File: src/rtl/top_pkg.sv
// Shared types and defaults for the CSI-2 RX lane de-skew / word-align stage.
// Provides the lane-valid vector type, the align controller state type,
// the error counter type and default timer limits.
package top_pkg;

    localparam int unsigned NUM_LANE = 2;
    typedef logic [NUM_LANE-1:0] lane_vld_t;

    typedef enum logic [1:0] {
        IDLE  = 2'd0,
        FLUSH = 2'd1,
        HUNT  = 2'd2,
        LOCK  = 2'd3
    } align_state_t;

    localparam int unsigned ERR_CNT_W = 8;
    typedef logic [ERR_CNT_W-1:0] err_cnt_t;

    localparam int unsigned HUNT_TIMEOUT_DEF = 4095;
    localparam int unsigned MAX_PKT_CYC_DEF  = 65535;
    localparam int unsigned FLUSH_CYC_DEF    = 4;
    localparam int unsigned SKEW_MAX_DEF     = 2;

endpackage

File: src/rtl/csi_rx_sat_cnt.sv
// Saturating up-counter with synchronous clear.
// Ports:
//   byte_clock  clock
//   reset       asynchronous active-high reset (count -> 0)
//   clear       synchronous clear
//   inc         increment request (ignored once the count is all-ones)
//   count       current count
module csi_rx_sat_cnt #(
    parameter int unsigned WIDTH = 8
) (
    input  logic             byte_clock,
    input  logic             reset,
    input  logic             clear,
    input  logic             inc,
    output logic [WIDTH-1:0] count
);

    // Hold at all-ones instead of wrapping.
    always_ff @(posedge byte_clock or posedge reset) begin
        if (reset) begin
            count <= '0;
        end else if (clear) begin
            count <= '0;
        end else if (inc && (count != {WIDTH{1'b1}})) begin
            count <= count + WIDTH'(1);
        end
    end

endmodule

File: src/rtl/csi_rx_align_ctrl.sv
// Sequencing controller for the CSI-2 RX word aligner (lane de-skew stage).
// Walks IDLE -> FLUSH -> HUNT -> LOCK, recovers from lane skew and from
// packets that never terminate by forcing a flush, and keeps saturating
// error counters for the status block.
// Ports:
//   byte_clock       clock
//   reset            asynchronous active-high reset
//   cfg_en           receiver enable
//   lane_vld_in      per-lane valid from the byte aligners
//   align_vld        word aligner valid_out
//   pkt_done_in      packet-done from the packet handler
//   align_en         word aligner enable
//   align_wait_sync  word aligner wait_for_sync
//   align_pkt_done   word aligner packet_done (combinational)
//   locked           high while in LOCK
//   hunt_timeout     one-cycle pulse after HUNT_TIMEOUT cycles without lock
//   err_skew_cnt     saturating skew fault count
//   err_pkt_to_cnt   saturating packet timeout count
module csi_rx_align_ctrl
    import top_pkg::*;
#(
    parameter int unsigned HUNT_TIMEOUT = HUNT_TIMEOUT_DEF,
    parameter int unsigned MAX_PKT_CYC  = MAX_PKT_CYC_DEF,
    parameter int unsigned FLUSH_CYC    = FLUSH_CYC_DEF,
    parameter int unsigned SKEW_MAX     = SKEW_MAX_DEF
) (
    input  logic                 byte_clock,
    input  logic                 reset,
    input  logic                 cfg_en,
    input  logic [NUM_LANE-1:0]  lane_vld_in,
    input  logic                 align_vld,
    input  logic                 pkt_done_in,
    output logic                 align_en,
    output logic                 align_wait_sync,
    output logic                 align_pkt_done,
    output logic                 locked,
    output logic                 hunt_timeout,
    output logic [ERR_CNT_W-1:0] err_skew_cnt,
    output logic [ERR_CNT_W-1:0] err_pkt_to_cnt
);

    localparam int unsigned HUNT_CNT_W  = 16;
    localparam int unsigned PKT_CNT_W   = 17;
    localparam int unsigned FLUSH_CNT_W = 4;
    localparam int unsigned SKEW_W      = $clog2(SKEW_MAX + 2);

    align_state_t          state, state_nxt;
    logic [HUNT_CNT_W-1:0]  hunt_cnt, hunt_cnt_nxt;
    logic [PKT_CNT_W-1:0]   pkt_cnt, pkt_cnt_nxt;
    logic [FLUSH_CNT_W-1:0] flush_cnt, flush_cnt_nxt;
    logic [SKEW_W-1:0]      skew_run, skew_run_nxt, skew_run_p1_c;
    logic                   partial_c;
    logic                   hunt_to_nxt;
    logic                   skew_inc_c;
    logic                   pkt_to_inc_c;

    // State, timers and Moore outputs; outputs are decoded from the next state
    // so they line up with the registered state.
    always_ff @(posedge byte_clock or posedge reset) begin
        if (reset) begin
            state           <= IDLE;
            hunt_cnt        <= '0;
            pkt_cnt         <= '0;
            flush_cnt       <= '0;
            skew_run        <= '0;
            hunt_timeout    <= 1'b0;
            align_en        <= 1'b0;
            align_wait_sync <= 1'b0;
            locked          <= 1'b0;
        end else begin
            state           <= state_nxt;
            hunt_cnt        <= hunt_cnt_nxt;
            pkt_cnt         <= pkt_cnt_nxt;
            flush_cnt       <= flush_cnt_nxt;
            skew_run        <= skew_run_nxt;
            hunt_timeout    <= hunt_to_nxt;
            align_en        <= (state_nxt != IDLE);
            align_wait_sync <= (state_nxt == HUNT);
            locked          <= (state_nxt == LOCK);
        end
    end

    // Some but not all lanes valid: lanes are skewed against each other.
    assign partial_c     = (|lane_vld_in) & ~(&lane_vld_in);
    assign skew_run_p1_c = partial_c ? (skew_run + SKEW_W'(1)) : '0;

    // Next-state and timer update.
    always_comb begin
        state_nxt     = state;
        hunt_cnt_nxt  = hunt_cnt;
        pkt_cnt_nxt   = pkt_cnt;
        flush_cnt_nxt = flush_cnt;
        skew_run_nxt  = skew_run;
        hunt_to_nxt   = 1'b0;
        skew_inc_c    = 1'b0;
        pkt_to_inc_c  = 1'b0;

        if (!cfg_en) begin
            state_nxt = IDLE;
        end else begin
            unique case (state)
                IDLE: state_nxt = FLUSH;
                FLUSH: begin
                    if (flush_cnt == FLUSH_CNT_W'(FLUSH_CYC - 1)) begin
                        state_nxt = HUNT;
                    end else begin
                        flush_cnt_nxt = flush_cnt + FLUSH_CNT_W'(1);
                    end
                end
                HUNT: begin
                    skew_run_nxt = skew_run_p1_c;
                    if (align_vld) begin
                        state_nxt = LOCK;
                    end else if (skew_run_p1_c == SKEW_W'(SKEW_MAX + 1)) begin
                        skew_inc_c = 1'b1;
                        state_nxt  = FLUSH;
                    end else if (hunt_cnt == HUNT_CNT_W'(HUNT_TIMEOUT - 1)) begin
                        hunt_to_nxt  = 1'b1;
                        hunt_cnt_nxt = '0;
                    end else begin
                        hunt_cnt_nxt = hunt_cnt + HUNT_CNT_W'(1);
                    end
                end
                LOCK: begin
                    if (pkt_done_in) begin
                        state_nxt = HUNT;
                    end else if (pkt_cnt == PKT_CNT_W'(MAX_PKT_CYC - 1)) begin
                        pkt_to_inc_c = 1'b1;
                        state_nxt    = FLUSH;
                    end else if (!align_vld) begin
                        state_nxt = FLUSH;
                    end else begin
                        pkt_cnt_nxt = pkt_cnt + PKT_CNT_W'(1);
                    end
                end
                default: state_nxt = IDLE;
            endcase
        end

        // Every state entry starts all timers from zero.
        if (state_nxt != state) begin
            hunt_cnt_nxt  = '0;
            pkt_cnt_nxt   = '0;
            flush_cnt_nxt = '0;
            skew_run_nxt  = '0;
        end
    end

    // Packet-done passes straight through so the aligner sees it with no delay.
    assign align_pkt_done = (state == IDLE) || (state == FLUSH) || pkt_done_in;

    csi_rx_sat_cnt #(.WIDTH(ERR_CNT_W)) u_skew_cnt (
        .byte_clock (byte_clock),
        .reset      (reset),
        .clear      (1'b0),
        .inc        (skew_inc_c),
        .count      (err_skew_cnt)
    );

    csi_rx_sat_cnt #(.WIDTH(ERR_CNT_W)) u_pkt_to_cnt (
        .byte_clock (byte_clock),
        .reset      (reset),
        .clear      (1'b0),
        .inc        (pkt_to_inc_c),
        .count      (err_pkt_to_cnt)
    );

endmodule
File: config.mk
export PLATFORM = sky130hd
export DESIGN_NAME = csi_rx_align_ctrl
export DESIGN_NICKNAME = d
export VERILOG_FILES = /design/src/rtl/top_pkg.sv /design/src/rtl/csi_rx_sat_cnt.sv /design/src/rtl/csi_rx_align_ctrl.sv
export SDC_FILE = /design/constraint.sdc
export NUM_CORES = 1
export LEC_CHECK = 0
export ABC_AREA = 0
export CORE_MARGIN = 2
export CORE_UTILIZATION = 50
export CTS_BUF_LIST = sky130_fd_sc_hd__clkbuf_2
export DETAILED_ROUTE_END_ITERATION = 10
export PLACE_DENSITY = 0.84
export SETUP_SLACK_MARGIN = 0.5
export SLEW_MARGIN = 20
export SYNTH_ARGS = -nofsm -noshare
export SYNTH_HDL_FRONTEND = slang
export SYNTH_SLANG_ARGS = --single-unit
File: constraint.sdc
create_clock -name byte_clock -period 1.9 [get_ports byte_clock]
set_input_delay 0.475 -clock byte_clock [delete_from_list [all_inputs] [get_ports byte_clock]]
set_output_delay 0.475 -clock byte_clock [all_outputs]
set_load 0.005 [all_outputs]
# Yosys cells after proc, flatten, opt, wreduce, memory -nomap -nowiden
# Index checks and enable logic that the tools add are counted.
# word_totals
in_bits,7
reg_bits,61
output_inout_bits,21
elab_cells,94
# op_classes
eq_ne,17
n_addsub,6
n_bitwise,2
n_reduce_logical,17
muxes,41
# op_table
cell,count
2-to-1 mux 17 bit,6
2-to-1 mux 16 bit,6
2-to-1 mux 2 bit,11
"adder 17 x 1 -> 17 bit, second input constant",1
"equality test 17 x 16 -> 1 bit, second input constant",1
"adder 16 x 1 -> 16 bit, second input constant",1
"adder 8 x 1 -> 8 bit, second input constant",2
"equality test 16 x 12 -> 1 bit, second input constant",1
2-to-1 mux 4 bit,4
"!= test 8 bit, second input constant",2
2-to-1 mux 1 bit,13
nonzero test 2 bit,6
"equality test 2 bit, second input constant",5
"!= test 2 x 1 -> 1 bit, second input constant",5
one-hot mux 2 bit (4 select lines),1
AND reduction 5 bit,1
"adder 4 x 1 -> 4 bit, second input constant",1
"equality test 4 x 2 -> 1 bit, second input constant",1
AND reduction 2 bit,2
AND reduction 4 bit,1
AND reduction 3 bit,1
"adder 2 x 1 -> 2 bit, second input constant",1
"equality test 2 x 1 -> 1 bit, second input constant",1
logical AND 1 bit,2
other kinds (6),7

# Longest topological paths before layout
# depth
word_depth,12
depth_mapped,9
depth_no_buf,7

# Cells and area by module
# A second synthesis with hierarchy kept.
# hier_totals
cells_unflattened,388
hier_area_um2,3659.8
# modules_own_cells
module,cells_per_inst,instances,seq_area_each_um2,area_per_inst_um2
csi_rx_align_ctrl,290,1,1126.1,2651.3
csi_rx_sat_cnt,49,2,200.2,504.2

# Least setup slack after synthesis
# OpenSTA, ideal clock, no wires.
# synth_timing
path_kind,register -> register
start,register pkt_cnt[0]
end,register hunt_cnt[9]
synth_period_minus_slack_ns,2.116
setup_ns,0.121
slack_ns,-0.216
path_stages_with_launch,9
path_buffers,1
arrival_ns,1.995
required_time_ns,1.779
path_cell_list,dfrtp_1 -> inv_1 -> ha_1 -> nand4b_1 -> or4_4 -> buf_6 -> a22o_4 -> a21o_1 -> a22o_1
# synth_via
elab_chain_len,8
word_cells_on_any_way,12
cone_classes,eq/ne (4); mux (5); reduce/logical (3)
# synth_rtl
element,line,text
from (decl),csi_rx_align_ctrl.sv:49,"logic [PKT_CNT_W-1:0] pkt_cnt, pkt_cnt_nxt;"
from (signal assigned),csi_rx_align_ctrl.sv:73,pkt_cnt <= pkt_cnt_nxt;
equality test 17 x 16 -> 1 bit (*),csi_rx_align_ctrl.sv:127,end else if (pkt_cnt == PKT_CNT_W'(MAX_PKT_CYC - 1)) begin
2-to-1 mux 2 bit (*),csi_rx_align_ctrl.sv:127,
2-to-1 mux 2 bit (*),csi_rx_align_ctrl.sv:125,if (pkt_done_in) begin
one-hot mux 2 bit (4 select lines) (*),csi_rx_align_ctrl.sv:101,unique case (state)
2-to-1 mux 2 bit (*),csi_rx_align_ctrl.sv:98,if (!cfg_en) begin
!= test 2 bit (*),csi_rx_align_ctrl.sv:141,if (state_nxt != state) begin
!= test 2 x 1 -> 1 bit (no line) / nonzero test 2 bit (equally long branches),--,
AND reduction 4 bit (no line),--,
to (signal assigned),csi_rx_align_ctrl.sv:72,hunt_cnt <= hunt_cnt_nxt;
to (decl),csi_rx_align_ctrl.sv:48,"logic [HUNT_CNT_W-1:0] hunt_cnt, hunt_cnt_nxt;"
# Every way passes the cells marked *; elsewhere a longest branch is shown, timed or not.
# A chain may end at the register's enable or synchronous reset.

# Worst setup path in the final report
# layout_timing
start,register hunt_cnt[0]
end,register hunt_cnt[9]
# layout_via
elab_chain_len,7
word_cells_on_any_way,8
cone_classes,add/sub (1); eq/ne (1); mux (6)
# layout_rtl
element,line,text
adder 16 x 1 -> 16 bit / equality test 16 x 12 -> 1 bit (equally long branches),"csi_rx_align_ctrl.sv:121, csi_rx_align_ctrl.sv:117",
2-to-1 mux 16 bit (*),csi_rx_align_ctrl.sv:117,end else if (hunt_cnt == HUNT_CNT_W'(HUNT_TIMEOUT - 1)) begin
2-to-1 mux 16 bit (*),csi_rx_align_ctrl.sv:114,end else if (skew_run_p1_c == SKEW_W'(SKEW_MAX + 1)) begin
2-to-1 mux 16 bit (*),csi_rx_align_ctrl.sv:112,if (align_vld) begin
2-to-1 mux 16 bit (*),csi_rx_align_ctrl.sv:101,
2-to-1 mux 16 bit (*),csi_rx_align_ctrl.sv:98,
2-to-1 mux 16 bit (*),csi_rx_align_ctrl.sv:141,
# Every way passes the cells marked *; elsewhere a longest branch is shown, timed or not. The select of a mux whose other input is x is not followed.

==> results by group <==
Outcome
  – Status: finished with violations
  – Failing checks: negative setup slack

GRT
  – Initial antenna violation count: 0
  – Vias in the first global route: 2,989
  – Total GRT Usage: 24.5%
  – GRT overflow: 0
  – First-pass GRT wire length: 13,800 um
  – Largest net degree at the start of global routing: 62

Power
  – Sw Share: 24.9%
  – Max rail drop VDD: 0.532 mV
  – Tot Pwr: 2.61 mW
  – Clock power share: 42.2%
  – Pleak: 2.23 nW
  – Seq pwr share: 50.1%
  – Power per cell area: 535 nW/um2
  – Sw Pwr: 0.651 mW
  – Int Power: 1.96 mW
  – Logic pwr share: 7.8%

Final layout
  – FILL cells: 380
  – Area Overhead vs Synth: 51.7%
  – Post-route cell area: 4890 um2
  – Share of cells above drive strength 1: 45.0%
  – Nets@finish: 473
  – N_diodes: 0
  – Final cell utilization of the core: 77.9%
  – Area of the multi-input gates: 2030 um2
  – Reg area: 1530 um2
  – Finished Layout Cells: 541

Yosys
  – Top cells by area, synth: dfrtp_1 (47%), xor2_1 (4.6%), nor2_1 (4.4%)
  – Syn_nets: 349
  – Main synth FF type: dfrtp_1
  – Mean Syn Cell Area: 9.61 um2
  – Sequential element share of the synthesized area: 47.4%
  – Ys Warns: 0
  – Seq cells post-synth: 61
  – Synth Instances: 335
  – Mapped cell area: 3220 um2
  – Number of synthesized flops with an enable pin: 0
  – Async SR Flop Fraction: 100%
  – Most frequent cell after synthesis: dfrtp_1
  – Cell taking the most area after synthesis: dfrtp_1
  – Synth top area share: 47.4%
  – Synth cell types: 45
  – Synth cell count leaders: dfrtp_1 (61), nor2_1 (38), nand2_1 (26)

Detailed routing
  – Final WL: 9700 um
  – Routed length per instance: 17.9 um
  – Via count: 3,212
  – Number of remaining DRC errors: 0
  – Initial drt markers: 167
  – Pre-Repair DR Iteration Count: 5
  – Antenna-violating nets left: 0
  – Avg Vias per Cell: 5.94

Clock tree
  – H-tree levels: 3
  – Clock transition at path regs: 0.20 ns
  – CTS tree: yes
  – Sink Count: 61
  – CTS Root Cell: clkbuf_2
  – Num CTS Buffers: 9
  – Clock tree buffer depth: 2
  – Insertion delay to the later sink of the worst-skew pair: 0.54 ns

Setup path
  – CP Launch Type: register
  – CP cell instances: inv_2 -> ha_4 -> nand4b_1 -> or4_4 -> and2_4 -> buf_6 -> a21o_1 -> a22o_1
  – Crit path largest cell delay: 0.51 ns
  – Flop2flop setup slack: -0.07 ns
  – Required @ worst endpoint: 2.34 ns
  – CP Data Arrival Time: 2.41 ns
  – CP Capture Type: register
  – CP startpoint: hunt_cnt[0]$_DFFE_PP0P_
  – Worst r2r src: hunt_cnt[0]$_DFFE_PP0P_
  – Crit Path Category: register to register
  – CP max FO: 5
  – Crit-path slowest cell: or4_4

Min path
  – Type of the worst min-delay path: input port to register
  – Hold Path Origin: cfg_en

Timing
  – Setup slack after layout: -0.0655 ns
  – RSZ-0062 raised after global routing: yes
  – Worst clock skew: 0.0317 ns
  – Max-slew headroom: 70.4%
  – Final worst path period share: 103%
  – Slew Viols, Final: 0
  – Top achievable clock speed: 509 MHz
  – Worst-Margin Slew: 0.440 ns
  – Final Hold Viols: 0
  – Final setup fails: 13
  – Period minus WS final: 1.97 ns

Floorplan
  – Die Width: 84.3 um
  – # IOs: 28
  – DIE HEIGHT: 84.3 um
  – Die area: 7100 um2
  – CORE AREA: 6280 um2
  – Row count: 29
  – Initial core utilization: 51.3%

Job
  – Max Cap Viol: 0

Placed design
  – Gp weighted congestion: 0.950
  – Worst slack, placed: -0.492 ns
  – DP Area: 4090 um2
  – Placed Cells incl. Taps: 488
  – Dpl hpwl: 5180 um
  – Number of port buffers: 27
-- layer usage --
layer	vias to the layer above	track usage [%]	wire, um
li1	1455	-	-
met1	1580	29.9	3950
met2	141	41.3	4960
met3	36	5.21	489
met4	0	11.9	299
met5	-	0	0
-- repair_timing --
action / in CTS / in global routing
pin swaps: 11 / 20
hold buffers: 0 / 0
cloned: 0 / 2
buffers inserted: 25 / 10
resized for setup: 121 / 70
endpoints found under the hold margin: 0 / 0
setup endpoints to repair: 81 / 81
-- logic make-up after synthesis --
group / share of synthesized area (%)
multiplexers: 1.32
AND/OR/NAND/NOR: 26.5
AO/OA/AOI/OAI: 10.5
buffers and inverters: 2.91
XOR/XNOR: 8.70
flip-flops: 47.4
adder cells (fa/ha/maj): 2.72
-- state kept, by name (all words and copies together), names as in the netlist --
register,cells
align_en,1
hunt_cnt,16
flush_cnt,4
hunt_timeout,1
state,2
locked,1
align_wait_sync,1
u_pkt_to_cnt.count,8
pkt_cnt,17
skew_run,2
u_skew_cnt.count,8
-- path summary, 6_finish.rpt --
check                                                    endpoint  cells past startpoint
worst min-delay path                           align_en$_DFF_PP0_                      1
worst max-delay path                      hunt_cnt[9]$_DFFE_PP0P_                      8
min in group asynchronous                 hunt_cnt[6]$_DFFE_PP0P_                      3
max in group asynchronous                 hunt_cnt[3]$_DFFE_PP0P_                      3
worst max register to register            hunt_cnt[9]$_DFFE_PP0P_                      8
worst min register to register  u_pkt_to_cnt.count[4]$_DFFE_PP0P_                      2
-- per-stage QoR --
| stage | TNS (ns) | hold WS, ns |
|---|---|---|
| 2_1_floorplan | -0.444 | 0.475 |
| 3_3_place_gp | -21.18 | 0.470 |
| 3_5_place_dp | -22.72 | 0.485 |
| 4_1_cts | -0.0404 | 0.323 |
| 5_1_grt | -1.17 | 0.300 |
| 6_report | -0.318 | 0.341 |
-- worst max-delay path: cells and delay by family, from the launching register on --
| family | cells | cell delay [ns] |
|---|---|---|
| buf+inv | 2 | 0.21 |
| simple gates | 3 | 0.77 |
| flops | 1 | 0.44 |
| compound gates | 2 | 0.31 |
| fa+ha+maj | 1 | 0.14 |
-- cell type report --
| type | count | share of cell area [%] |
|---|---|---|
| clock buffers | 10 | 1.02 |
| repair buffers | 124 | 21.0 |
| clock inverters | 6 | 2.28 |
| well taps | 77 | 1.97 |
| multi-input cells | 254 | 41.6 |
| flip-flops and latches | 61 | 31.4 |
| inverters | 9 | 0.768 |
-- cells in the final DEF, fill, tap and decap left out, drive strengths merged, types with 5 or more instances in the layout --
master / count
a21oi: 16
nor3: 11
xnor2: 15
nor2: 38
a311oi: 5
or3: 5
clkbuf: 13
inv: 8
ha: 7
nand4: 23
and2: 5
nand2: 26
buf: 115
nand3: 18
dfrtp: 61
xor2: 17
nor4: 5
and3: 7
o21ai: 11
-- power by group through the flow --
stage | registers (mW) | clock network, mW | logic, mW
floorplan | 1.33 | 0 | 0.0856
global placement | 1.33 | 0 | 0.143
detailed placement | 1.33 | 0 | 0.147
CTS | 1.31 | 1.09 | 0.153
global route | 1.31 | 1.18 | 0.215
finish | 1.31 | 1.10 | 0.203
Note: power is estimated with default switching activity, not from simulation.
